===== config.mk =====
export PLATFORM = sky130hd
export DESIGN_NAME = alu_add_pgx_stage
export DESIGN_NICKNAME = d
export VERILOG_FILES = /design/src/rtl/alu_add_pgx_stage.sv
export SDC_FILE = /design/constraint.sdc
export NUM_CORES = 1
export LEC_CHECK = 0
export BUFFER_PORTS_ARGS = -buffer_cell sky130_fd_sc_hd__buf_2
export CAP_MARGIN = 20
export CORE_MARGIN = 2
export CORE_UTILIZATION = 43
export DETAILED_ROUTE_END_ITERATION = 16
export PLACE_DENSITY = 0.83
export SLEW_MARGIN = 0
export SYNTH_ARGS = -nofsm -noshare
export SYNTH_HDL_FRONTEND = slang
export SYNTH_SLANG_ARGS = --single-unit
export TNS_END_PERCENT = 100

===== constraint.sdc =====
create_clock -name clk_i -period 1.7 [get_ports clk_i]
set_clock_uncertainty 0.2 [all_clocks]
set_input_delay 0.34 -clock clk_i [delete_from_list [all_inputs] [get_ports clk_i]]
set_output_delay 0.34 -clock clk_i [all_outputs]
set_load 0.005 [all_outputs]

===== src/rtl/alu_add_pgx_stage.sv =====
// Operand front-end of the SIMD 64-bit adder: per-bit p/g/x, per-lane carry-in, 8-lane carry flags.
// Optional 1-entry skid buffer under ALU_ADD_PGX_SKID_EN (registered in_ready_o).
module alu_add_pgx_stage (
    input  logic        clk_i,
    input  logic        rst_ni,
    input  logic        in_valid_i,
    output logic        in_ready_o,
    input  logic [63:0] a_i,
    input  logic [63:0] b_i,
    input  logic [1:0]  op_i,
    input  logic [1:0]  op_width_i,
    output logic        out_valid_o,
    input  logic        out_ready_i,
    output logic [63:0] p_o,
    output logic [63:0] g_o,
    output logic [63:0] x_o,
    output logic [7:0]  c_o,
    output logic [1:0]  op_width_o,
    input  logic        c_fb_valid_i,
    input  logic [7:0]  c_fb_i
);
    // Width codes match SRAM_PIM_pkg: W8=0, W16=1, W32=2, W64=3.
    localparam logic [1:0] W8  = 2'd0;
    localparam logic [1:0] W16 = 2'd1;
    localparam logic [1:0] W32 = 2'd2;
    localparam logic [1:0] W64 = 2'd3;

    localparam logic [1:0] OP_ADD = 2'd0;
    localparam logic [1:0] OP_SUB = 2'd1;

    typedef struct packed {
        logic [63:0] p;
        logic [63:0] g;
        logic [63:0] x;
        logic [7:0]  c;
        logic [1:0]  w;
    } beat_t;

    logic [7:0]  cflag_q, cflag_d;
    logic [63:0] b_eff;
    logic [7:0]  start_mask, carry_src;
    beat_t       beat_new;
    beat_t       out_q, out_d;
    logic        out_valid_q, out_valid_d;

    // The feedback bypass lets an ADC/SBC accepted alongside the previous carry-out consume it.
    assign cflag_d = c_fb_valid_i ? c_fb_i : cflag_q;
    assign b_eff   = op_i[0] ? ~b_i : b_i;

    always_comb begin
        start_mask = 8'h01;
        case (op_width_i)
            W8:      start_mask = 8'hFF;
            W16:     start_mask = 8'h55;
            W32:     start_mask = 8'h11;
            W64:     start_mask = 8'h01;
            default: start_mask = 8'h01;
        endcase
        carry_src = cflag_d;
        case (op_i)
            OP_ADD:  carry_src = 8'h00;
            OP_SUB:  carry_src = 8'hFF;
            default: carry_src = cflag_d;
        endcase
        beat_new.p = a_i ^ b_eff;
        beat_new.g = a_i & b_eff;
        beat_new.x = a_i ^ b_eff;
        beat_new.c = carry_src & start_mask;
        beat_new.w = op_width_i;
    end

`ifdef ALU_ADD_PGX_SKID_EN
    beat_t skid_q, skid_d;
    logic  skid_full_q, skid_full_d;

    assign in_ready_o = ~skid_full_q;

    always_comb begin
        out_d       = out_q;
        out_valid_d = out_valid_q;
        skid_d      = skid_q;
        skid_full_d = skid_full_q;
        if (skid_full_q) begin
            if (out_ready_i) begin
                out_d       = skid_q;
                out_valid_d = 1'b1;
                skid_full_d = 1'b0;
            end
        end else if (!out_valid_q || out_ready_i) begin
            if (in_valid_i) begin
                out_d       = beat_new;
                out_valid_d = 1'b1;
            end else begin
                out_valid_d = 1'b0;
            end
        end else if (in_valid_i) begin
            skid_d      = beat_new;
            skid_full_d = 1'b1;
        end
    end

    always_ff @(posedge clk_i or negedge rst_ni) begin
        if (!rst_ni) begin
            skid_q      <= '0;
            skid_full_q <= 1'b0;
        end else begin
            skid_q      <= skid_d;
            skid_full_q <= skid_full_d;
        end
    end
`else
    assign in_ready_o = ~out_valid_q | out_ready_i;

    always_comb begin
        out_d       = out_q;
        out_valid_d = out_valid_q;
        if (in_valid_i && in_ready_o) begin
            out_d       = beat_new;
            out_valid_d = 1'b1;
        end else if (out_ready_i) begin
            out_valid_d = 1'b0;
        end
    end
`endif

    always_ff @(posedge clk_i or negedge rst_ni) begin
        if (!rst_ni) begin
            out_q       <= '0;
            out_valid_q <= 1'b0;
            cflag_q     <= 8'h00;
        end else begin
            out_q       <= out_d;
            out_valid_q <= out_valid_d;
            cflag_q     <= cflag_d;
        end
    end

    assign out_valid_o = out_valid_q;
    assign p_o         = out_q.p;
    assign g_o         = out_q.g;
    assign x_o         = out_q.x;
    assign c_o         = out_q.c;
    assign op_width_o  = out_q.w;
endmodule

==> Yosys cells after proc, flatten, opt, wreduce, memory -nomap -nowiden <==
Index checks and enable logic that the tools add are counted.
{ "word_totals": {"ff_bits": 147, "inputBits": 145, "out_inout_bits": 204} }
{ "classes": {"bitwise": 6, "n_eq_ne": 4, "reduce_logical": 4, "mux": 6} }
{ "ops": {"columns": ["op", "count"], "rows": [
  ["$and A64 B64 Y64", 1],
  ["$mux W64", 1],
  ["$not A64 Y64", 1],
  ["$xor A64 B64 Y64", 1],
  ["$pmux W8 S4", 1],
  ["$pmux W8 S2", 1],
  ["$and A8 B8 Y8", 1],
  ["$mux W8", 1],
  ["$eq A2 B1 Y1 const B", 2],
  ["$eq A2 B2 Y1 const B", 2],
  ["$logic_not A2 Y1", 2],
  ["$mux W1", 2],
  ["$reduce_bool A2 Y1", 1],
  ["$logic_and A1 B1 Y1", 1],
  ["$not A1 Y1", 1],
  ["$or A1 B1 Y1", 1]
]} }

==> Logic depth before layout (Yosys ltp) <==
Gate-level depths: netlist of the first run.
{ "depth": {"ltp_word": 4, "depth_mapped": 6, "mapped_depth_nobuf": 4} }

==> Worst setup path before layout of the first run <==
Ideal clock, no wire load.
{ "synth_timing": {"kind": "input port to flip-flop", "from": "input port op_i[0]", "to": "register out_q (netlist bit x_o[3])", "required_time_ps": 1373, "path_stages": 5, "path_buffers": 2, "slack_ps": -66, "arrival_time_ps": 1438, "path_cell_list": "buf_2 buf_2 xor2_1 ha_1 mux2_1"} }
{ "synth_rtl": {"columns": ["element", "line", "text"], "rows": [
  ["start, declared", "10", "input logic [1:0] op_i,"],
  ["end signal, assigned", "132", "out_q <= out_d;"],
  ["end, declared", "43", "beat_t out_q, out_d;"]
]} }

==> Worst setup path after layout of the first run <==
{ "layout_timing": {"from": "register out_valid_q (netlist: out_valid_o)", "to": "output port in_ready_o"} }
{ "layout_between": {"elab_chain_len": 2} }
{ "layout_lines": {"columns": ["element", "line", "text"], "rows": [
  ["start, declared", "44", "logic out_valid_q, out_valid_d;"],
  ["start signal, assigned", "133", "out_valid_q <= out_valid_d;"],
  ["$not A1 Y1", "112", "assign in_ready_o = ~out_valid_q | out_ready_i;"],
  ["$or A1 B1 Y1", "112", null],
  ["end, declared", "7", "output logic in_ready_o,"]
]} }
No other way between the ends.

==> results of run 1 <==
## per-layer routing
layer / track usage, % / wire length, um / vias to the layer above
met1: 21.1 / 6620 / 2531
li1: - / - / 2406
met3: 5.61 / 1230 / 17
met5: 0 / 0 / -
met4: 6.13 / 242 / 0
met2: 33.7 / 9400 / 204
## where the power goes
group / total (mW) / switching (mW) / internal [mW]
Sequential: 4.57 / 0.418 / 4.16
Clock: 3.80 / 1.49 / 2.31
Combinational: 2.65 / 1.13 / 1.52
## worst register-to-register path, stage by stage (launching register included)
cell                      delay, ns
sky130_fd_sc_hd__dfrtp_1       0.34
sky130_fd_sc_hd__nor2b_4       0.17
sky130_fd_sc_hd__inv_4         0.06
sky130_fd_sc_hd__nand2_8       0.13
sky130_fd_sc_hd__buf_12        0.22
sky130_fd_sc_hd__mux2_2        0.38
## layout make-up
cell class                 count  area share (%)
sequential                   147            37.5
multi-input combinational    296            31.9
timing repair buffer         381            21.6
clock buffer                  19            4.41
tap                          225            2.87
clock inverter                12            1.61
inverter                       3           0.140
## repair_timing
item,CTS,global route
hold endpoints to repair,158,0
setup endpoints to repair,1,4
setup buffers,1,0
resized for setup,0,4
hold buffers,11,0
## state kept, by name (all words and copies together) (netlist names)
signal / cells
cflag_q: 8
g_o: 64
x_o: 64
op_width_o: 2
out_valid_o: 1
c_o: 8
## synthesized netlist by cell type, drive strengths merged
cell type	count	area, sq um
xor2	64	561
nand2	2	10.0
dfrtp	147	3680
inv	3	13.8
o41ai	6	52.6
buf	87	679
o21ai	10	50.1
ha	64	801
nor2	8	30.0
mux2	138	1550
a2bb2oi	1	8.76
or2	1	6.26
o31ai	1	7.51
nor2b	1	13.8
## worst max-delay path by stage
| stage | end | slack, ns | cells after the start |
|---|---|---|---|
| 2_1_floorplan | x_o[13] | -0.05 | 5 |
| 3_3_place_gp | x_o[35] | -0.03 | 5 |
| 3_5_place_dp | x_o[61] | -0.05 | 5 |
| 4_1_cts | in_ready_o | 0.007 | 3 |
| 5_1_grt | in_ready_o | -0.008 | 3 |
| 6_report | in_ready_o | 0.06 | 3 |
## logic make-up (layout without fill, tap and decap cells)
| kind of cell | Yosys count | in the layout | share of synthesized area [%] |
|---|---|---|---|
| multiplexers | 138 | 138 | 20.8 |
| AND/OR/NAND/NOR | 12 | 12 | 0.804 |
| AO/OA/AOI/OAI | 18 | 18 | 1.59 |
| flip-flops | 147 | 147 | 49.3 |
| XOR/XNOR | 64 | 64 | 7.51 |
| adder cells (fa/ha/maj) | 64 | 64 | 10.7 |
| buffers and inverters | 90 | 415 | 9.28 |
## cells in the final DEF, fill, tap and decap left out, types with 7 or more instances in the layout
cell type | synthesis | final
sky130_fd_sc_hd__buf_12 | 0 | 7
sky130_fd_sc_hd__clkbuf_16 | 0 | 17
sky130_fd_sc_hd__ha_1 | 64 | 64
sky130_fd_sc_hd__o21ai_0 | 10 | 10
sky130_fd_sc_hd__dlygate4sd3_1 | 0 | 11
sky130_fd_sc_hd__xor2_1 | 64 | 64
sky130_fd_sc_hd__mux2_2 | 127 | 127
sky130_fd_sc_hd__buf_4 | 65 | 16
sky130_fd_sc_hd__buf_2 | 9 | 345
sky130_fd_sc_hd__mux2_1 | 11 | 11
sky130_fd_sc_hd__nor2_1 | 8 | 8
sky130_fd_sc_hd__dfrtp_1 | 147 | 147
==> PnR_summary.wiki, run 1 <==
{| class="wikitable"
! Metric !! Value
|-
| Number of nets in the synthesized netlist || about 740
|-
| Largest delay share family, worst path || flip-flops
|-
| Vias per Instance || 4.76
|-
| Cell Area, Synth || roughly 0.0075 sq mm
|-
| Type of element capturing the critical path || output port
|-
| Number of different library cells in the post-synthesis netlist || 19
|-
| Final period demand of the worst path || 1.64 ns
|-
| Worst-case setup margin in the final layout || around 0.055 ns
|-
| Area of the placeable core || between 0.015 and 0.02 sq mm
|-
| Hold Path Class || in -> reg
|-
| Cell chain of the critical path || nor2b_4 -> inv_4 -> buf_6
|-
| Average instance area after synthesis || approximately 14 sq um
|-
| CTS tree || done
|-
| Slew Limit Fails || 0
|-
| Minimum setup slack among reg-to-reg paths || roughly 0.080 ns
|-
| Routed via count || 5158
|-
| Root buf cell || sky130_fd_sc_hd__clkbuf_16
|-
| RR Startpoint || out_valid_o
|-
| Beginning of the critical path || out_valid_o
|-
| Sequential cell area || approximately 0.0037 sq mm
|-
| Sink count of the clock tree || ~150
|-
| Final routed DRC violation total || 0
|-
| Slowest stage cell, crit path || sky130_fd_sc_hd__dfrtp_1
|-
| Hold-critical path endpoint || x_o[8]
|-
| Run status || finished clean
|-
| Height of the chip || ~140 um
|-
| Synthesized instance count || roughly 530
|-
| Maximum buffer depth of the clock tree || 2
|-
| Fin nets || around 1100
|-
| Post-route antenna net violation count || 0
|-
| Worst setup slack before clock tree synthesis || -0.0540 ns
|-
| Standard-cell row count || 48
|-
| Post-synthesis register bit count || between 100 and 150
|-
| Critical path fanouts, max || 3
|-
| Average routed wire per standard cell || roughly 16 um
|-
| Final WL || around 17 mm
|-
| Number of top-level pins || approximately 350
|-
| Final instance area || approximately 0.01 sq mm
|-
| Leakage dissipation || approximately 5.2 nW
|-
| Total global routing track utilization || between 10% and 20%
|-
| Fraction of layout instances using a drive strength above 1 || a little over 60%
|-
| CP arrival || about 1.1 ns
|-
| Number of detailed-route iterations in the first pass || 4
|-
| Placed wire-length estimate after detailed placement || roughly 13 mm
|-
| Number of design-rule violations left by the first detailed-router iteration || 129
|-
| First-pass GRT wire length || 26.4 mm
|-
| Post-Route Setup TNS || 0 ns
|-
| Number of cells after detailed placement || approximately 1000
|-
| Post-route fraction of the period consumed by the critical path || between 90% and 100%
|-
| Core occupancy in the finished layout || a little under three fifths
|-
| Overall overflow remaining after global route || 0
|-
| Layout filler cell count || 1409
|-
| Total setup violations reported at the end of the flow || 0
|-
| Reg-to-Reg End || x_o[22]
|-
| Transition time of the tightest slew-check pin || around 0.36 ns
|-
| Worst stage delay on the critical path || roughly 0.37 ns
|-
| Total buffers and inverters traversed by the critical path || 2
|-
| Die W || about 140 um
|-
| Type of origin of the critical path || flip-flop
|-
| Worst hold path depth || 3
|-
| H-tree depth || 4
|-
| Global placer's final weighted congestion || ~0.76
|-
| Insertion delay of the later-clocked pin in the worst-skew pair || roughly 0.4 ns
|-
| Maximum frequency from static timing analysis || about 0.6 GHz
|-
| Hold violation count in the final report || 0
|-
| Number of warnings printed during yosys synthesis || 0
|-
| Diode count || 0
|-
| Num CTS Buffers || 17
|-
| Vias in the first global route || 5086
|-
| Number of I/O port buffers || between 300 and 400
|-
| Required time of the worst setup path || approximately 1.2 ns
|-
| Worst reg2reg path depth || 5
|-
| Maximum number of pins on one net before global-route repair || 42
|-
| Dpl cell area || between 0.009 and 0.01 sq mm
|-
| Setup repair after global routing missed its margin || yes
|-
| Crit Path Class || reg -> out
|-
| Max-slew headroom || roughly three quarters
|-
| Area of the die || about 0.018 sq mm
|-
| Clock-pin slew reported for the worst setup and hold paths after clock tree synthesis || around 0.06 ns
|-
| Post-synthesis sequential area ratio || between 40% and 50%
|-
| Count of non-filler cells in the finished layout || 1083
|-
| Ratio of total power to cell area || about 1100 mW/mm^2
|-
| Syn-to-layout area delta || 31.5%
|-
| VDD IR max || roughly 0.00064 V
|-
| Worst hold margin || 0.0612 ns
|-
| Overall Power || 11.0 mW
|-
| Critical hold path startpoint || a_i[8]
|-
| Number of antenna violations at the first check in global routing || 0
|-
| Reported max-cap violation count || 0
|-
| Starting Density || a little over two fifths
|-
| Combined area of the multi-input logic cells || roughly 0.0031 sq mm
|}
No activity file was read; power rests on OpenSTA's default activity.
==> run 2: changes to the inputs <==
Settings changed: BUFFER_PORTS_ARGS -buffer_cell sky130_fd_sc_hd__buf_2 to -buffer_cell sky130_fd_sc_hd__buf_4, SETUP_SLACK_MARGIN from default to 0.1.
==> run 2 against run 1 <==
  * The flow now finishes with violations (setup timing)
  * Global-route usage increased by 3.8 points
  * Sequential share of layout area down 6.1 points
  * Non-clock buffer count grew 25
  * Critical path depth increased by 4
  * Clock power decreased by 9.7%
  * First-iteration DRC count increased by 57%
  * Total power increased by 10%
  * Cell count rose by 2.7%
  * Register-to-register slack got worse by 0.17 ns
  * Largest cell class is now multi-input gates
==> PnR_summary.wiki, run 2 (synthesis gave the netlist of run 1 again) <==
{| class="wikitable"
! Metric !! Value
|-
| Worst-case setup margin in the final layout || -0.0938 ns
|-
| Transition time of the tightest slew-check pin || approximately 0.89 ns
|-
| Violations in the final reports || setup timing
|-
| Number of detailed-route iterations in the first pass || 4
|-
| Global placer's final weighted congestion || 0.833
|-
| First-pass GRT wire length || 31.6 mm
|-
| Final period demand of the worst path || ~1.8 ns
|-
| Slew Limit Fails || 0
|-
| Type of origin of the critical path || flip-flop
|-
| Area of the placeable core || ~0.017 sq mm
|-
| Hold Path Class || in -> reg
|-
| Vias per Instance || 4.93
|-
| H-tree depth || 4
|-
| Post-route antenna net violation count || 0
|-
| Number of antenna violations at the first check in global routing || 1
|-
| Top routing layer in use || met4
|-
| Insertion delay of the later-clocked pin in the worst-skew pair || 0.41 ns
|-
| Final instance area || 0.0117 sq mm
|-
| Leakage dissipation || around 6.3 nW
|-
| Commonest cells after routing, fill and taps aside || sky130_fd_sc_hd__buf_4, sky130_fd_sc_hd__dfrtp_1, sky130_fd_sc_hd__mux2_4, sky130_fd_sc_hd__xor2_1, sky130_fd_sc_hd__ha_1
|-
| Largest delay share family, worst path || buffers and inverters
|-
| Standard-cell row count || 48
|-
| Slowest stage cell, crit path || sky130_fd_sc_hd__dfrtp_1
|-
| Library cell appearing most often on the critical path || sky130_fd_sc_hd__buf_12
|-
| Overall overflow remaining after global route || 0
|-
| Num CTS Buffers || 17
|-
| Total buffers and inverters traversed by the critical path || 4
|-
| Maximum buffer depth of the clock tree || 2
|-
| Die W || 136 um
|-
| Required time of the worst setup path || roughly 1.8 ns
|-
| Starting Density || a little over two fifths
|-
| Worst setup slack before clock tree synthesis || -0.0557 ns
|-
| Fin nets || roughly 1100
|-
| Maximum frequency from static timing analysis || around 0.56 GHz
|-
| Syn-to-layout area delta || 56.9%
|-
| VDD IR max || 0.000636 V
|-
| Placed wire-length estimate after detailed placement || about 14 mm
|-
| Root buf cell || sky130_fd_sc_hd__clkbuf_16
|-
| Maximum number of pins on one net before global-route repair || 40
|-
| WL met1 || just over 8 mm
|-
| Total global routing track utilization || 22.5%
|-
| Fraction of layout instances using a drive strength above 1 || roughly 65%
|-
| Ratio of total power to cell area || around 1000 mW/mm^2
|-
| Dpl cell area || around 0.010 sq mm
|-
| Critical path fanouts, max || 6
|-
| Sink count of the clock tree || between 100 and 150
|-
| Average routed wire per standard cell || slightly below 20 um
|-
| Total met2 wirelength after detailed routing || roughly 12 mm
|-
| Crit Path Class || reg -> reg
|-
| Worst stage delay on the critical path || ~0.4 ns
|-
| Routed via count || 5487
|-
| Total setup violations reported at the end of the flow || 100
|-
| Met3 wire len || about 1.5 mm
|-
| CP arrival || 1.89 ns
|-
| Setup repair after global routing missed its margin || yes
|-
| Reported max-cap violation count || 0
|-
| Most frequent standard cell in the layout excluding fill and tap cells || sky130_fd_sc_hd__buf_4
|-
| CTS tree || done
|-
| Number of I/O port buffers || 348
|-
| Clock-pin slew reported for the worst setup and hold paths after clock tree synthesis || around 0.060 ns
|-
| Height of the chip || between 100 and 150 um
|-
| Hold violation count in the final report || 0
|-
| Run status || finished with violations
|-
| Number of design-rule violations left by the first detailed-router iteration || a little over 200
|-
| Final WL || ~22 mm
|-
| Final routed DRC violation total || 0
|-
| Vias in the first global route || 5808
|-
| Post-route fraction of the period consumed by the critical path || 106%
|-
| Number of top-level pins || 349
|-
| Type of element capturing the critical path || flip-flop
|-
| Cell chain of the critical path || nor2b_4 -> inv_4 -> buf_12 -> nand2_8 -> buf_12 -> clkbuf_16 -> o41ai_4
|-
| Max-slew headroom || about two fifths
|-
| Area of the die || around 0.018 sq mm
|}
run 2: worst paths after layout:
kind,cells after the start,start,slack [ns],endpoint
setup / recovery,7,out_valid_o,-0.09,c_o[6]
hold / removal,3,a_i[0],0.07,x_o[0]
setup reg to reg,7,out_valid_o,-0.09,c_o[6]
hold reg to reg,1,cflag_q[1],0.30,cflag_q[1]
max in group asynchronous,3,rst_ni,0.58,g_o[33]
min in group asynchronous,2,rst_ni,0.19,cflag_q[5]
run 2: power by group:
group	internal, mW	leakage (nW)	switching (mW)
combinational	2.68	4.20	1.33
clock	1.95	0.252	1.49
sequential	4.16	1.81	0.542
total	8.79	6.25	3.36
run 2: metrics by stage:
stage	power [mW]	TNS (ns)	cells	utilization, %	hold slack, ns
2_1_floorplan	6.25	0	533	-	-0.156
3_3_place_gp	7.89	-0.721	1043	58.3	0.0657
3_5_place_dp	8.01	-1.55	1043	58.3	0.0631
4_1_cts	12.1	-1.78	1107	67.5	0.0559
5_1_grt	12.8	-8.50	1112	68.5	0.0639
6_report	12.1	-4.31	1112	68.5	0.0676
run 2: layer usage:
layer | track usage (%) | up-vias
met3 | 5.95 | 28
met1 | 25.7 | 2742
met5 | 0 | -
met4 | 8.16 | 0
li1 | - | 2470
met2 | 40.5 | 247
run 2: layout make-up:
type	count	area, sq um
fillers	1183	5400
multi-input cells	298	3700
flip-flops and latches	147	3680
repair buffers	406	3500
clock buffers	21	460
well taps	225	282
clock inverters	11	78.8
inverters	3	13.8
diodes	1	2.50
run 2: worst register-to-register path: cells and delay by family, from the launching register on:
| kind | cells | cell delay (ns) |
|---|---|---|
| AO/OA/AOI/OAI | 1 | 0.33 |
| buffers and inverters | 4 | 0.51 |
| flip-flops | 1 | 0.40 |
| AND/OR/NAND/NOR | 2 | 0.25 |
run 2: repair_timing:
action                                  CTS  global route
buffers inserted                         13             4
pin swaps                                 3             1
hold buffers                             11             0
gates resized for setup                 143            29
gates cloned                              8             3
endpoints found under the setup margin  130           136
hold endpoints to repair                159             0
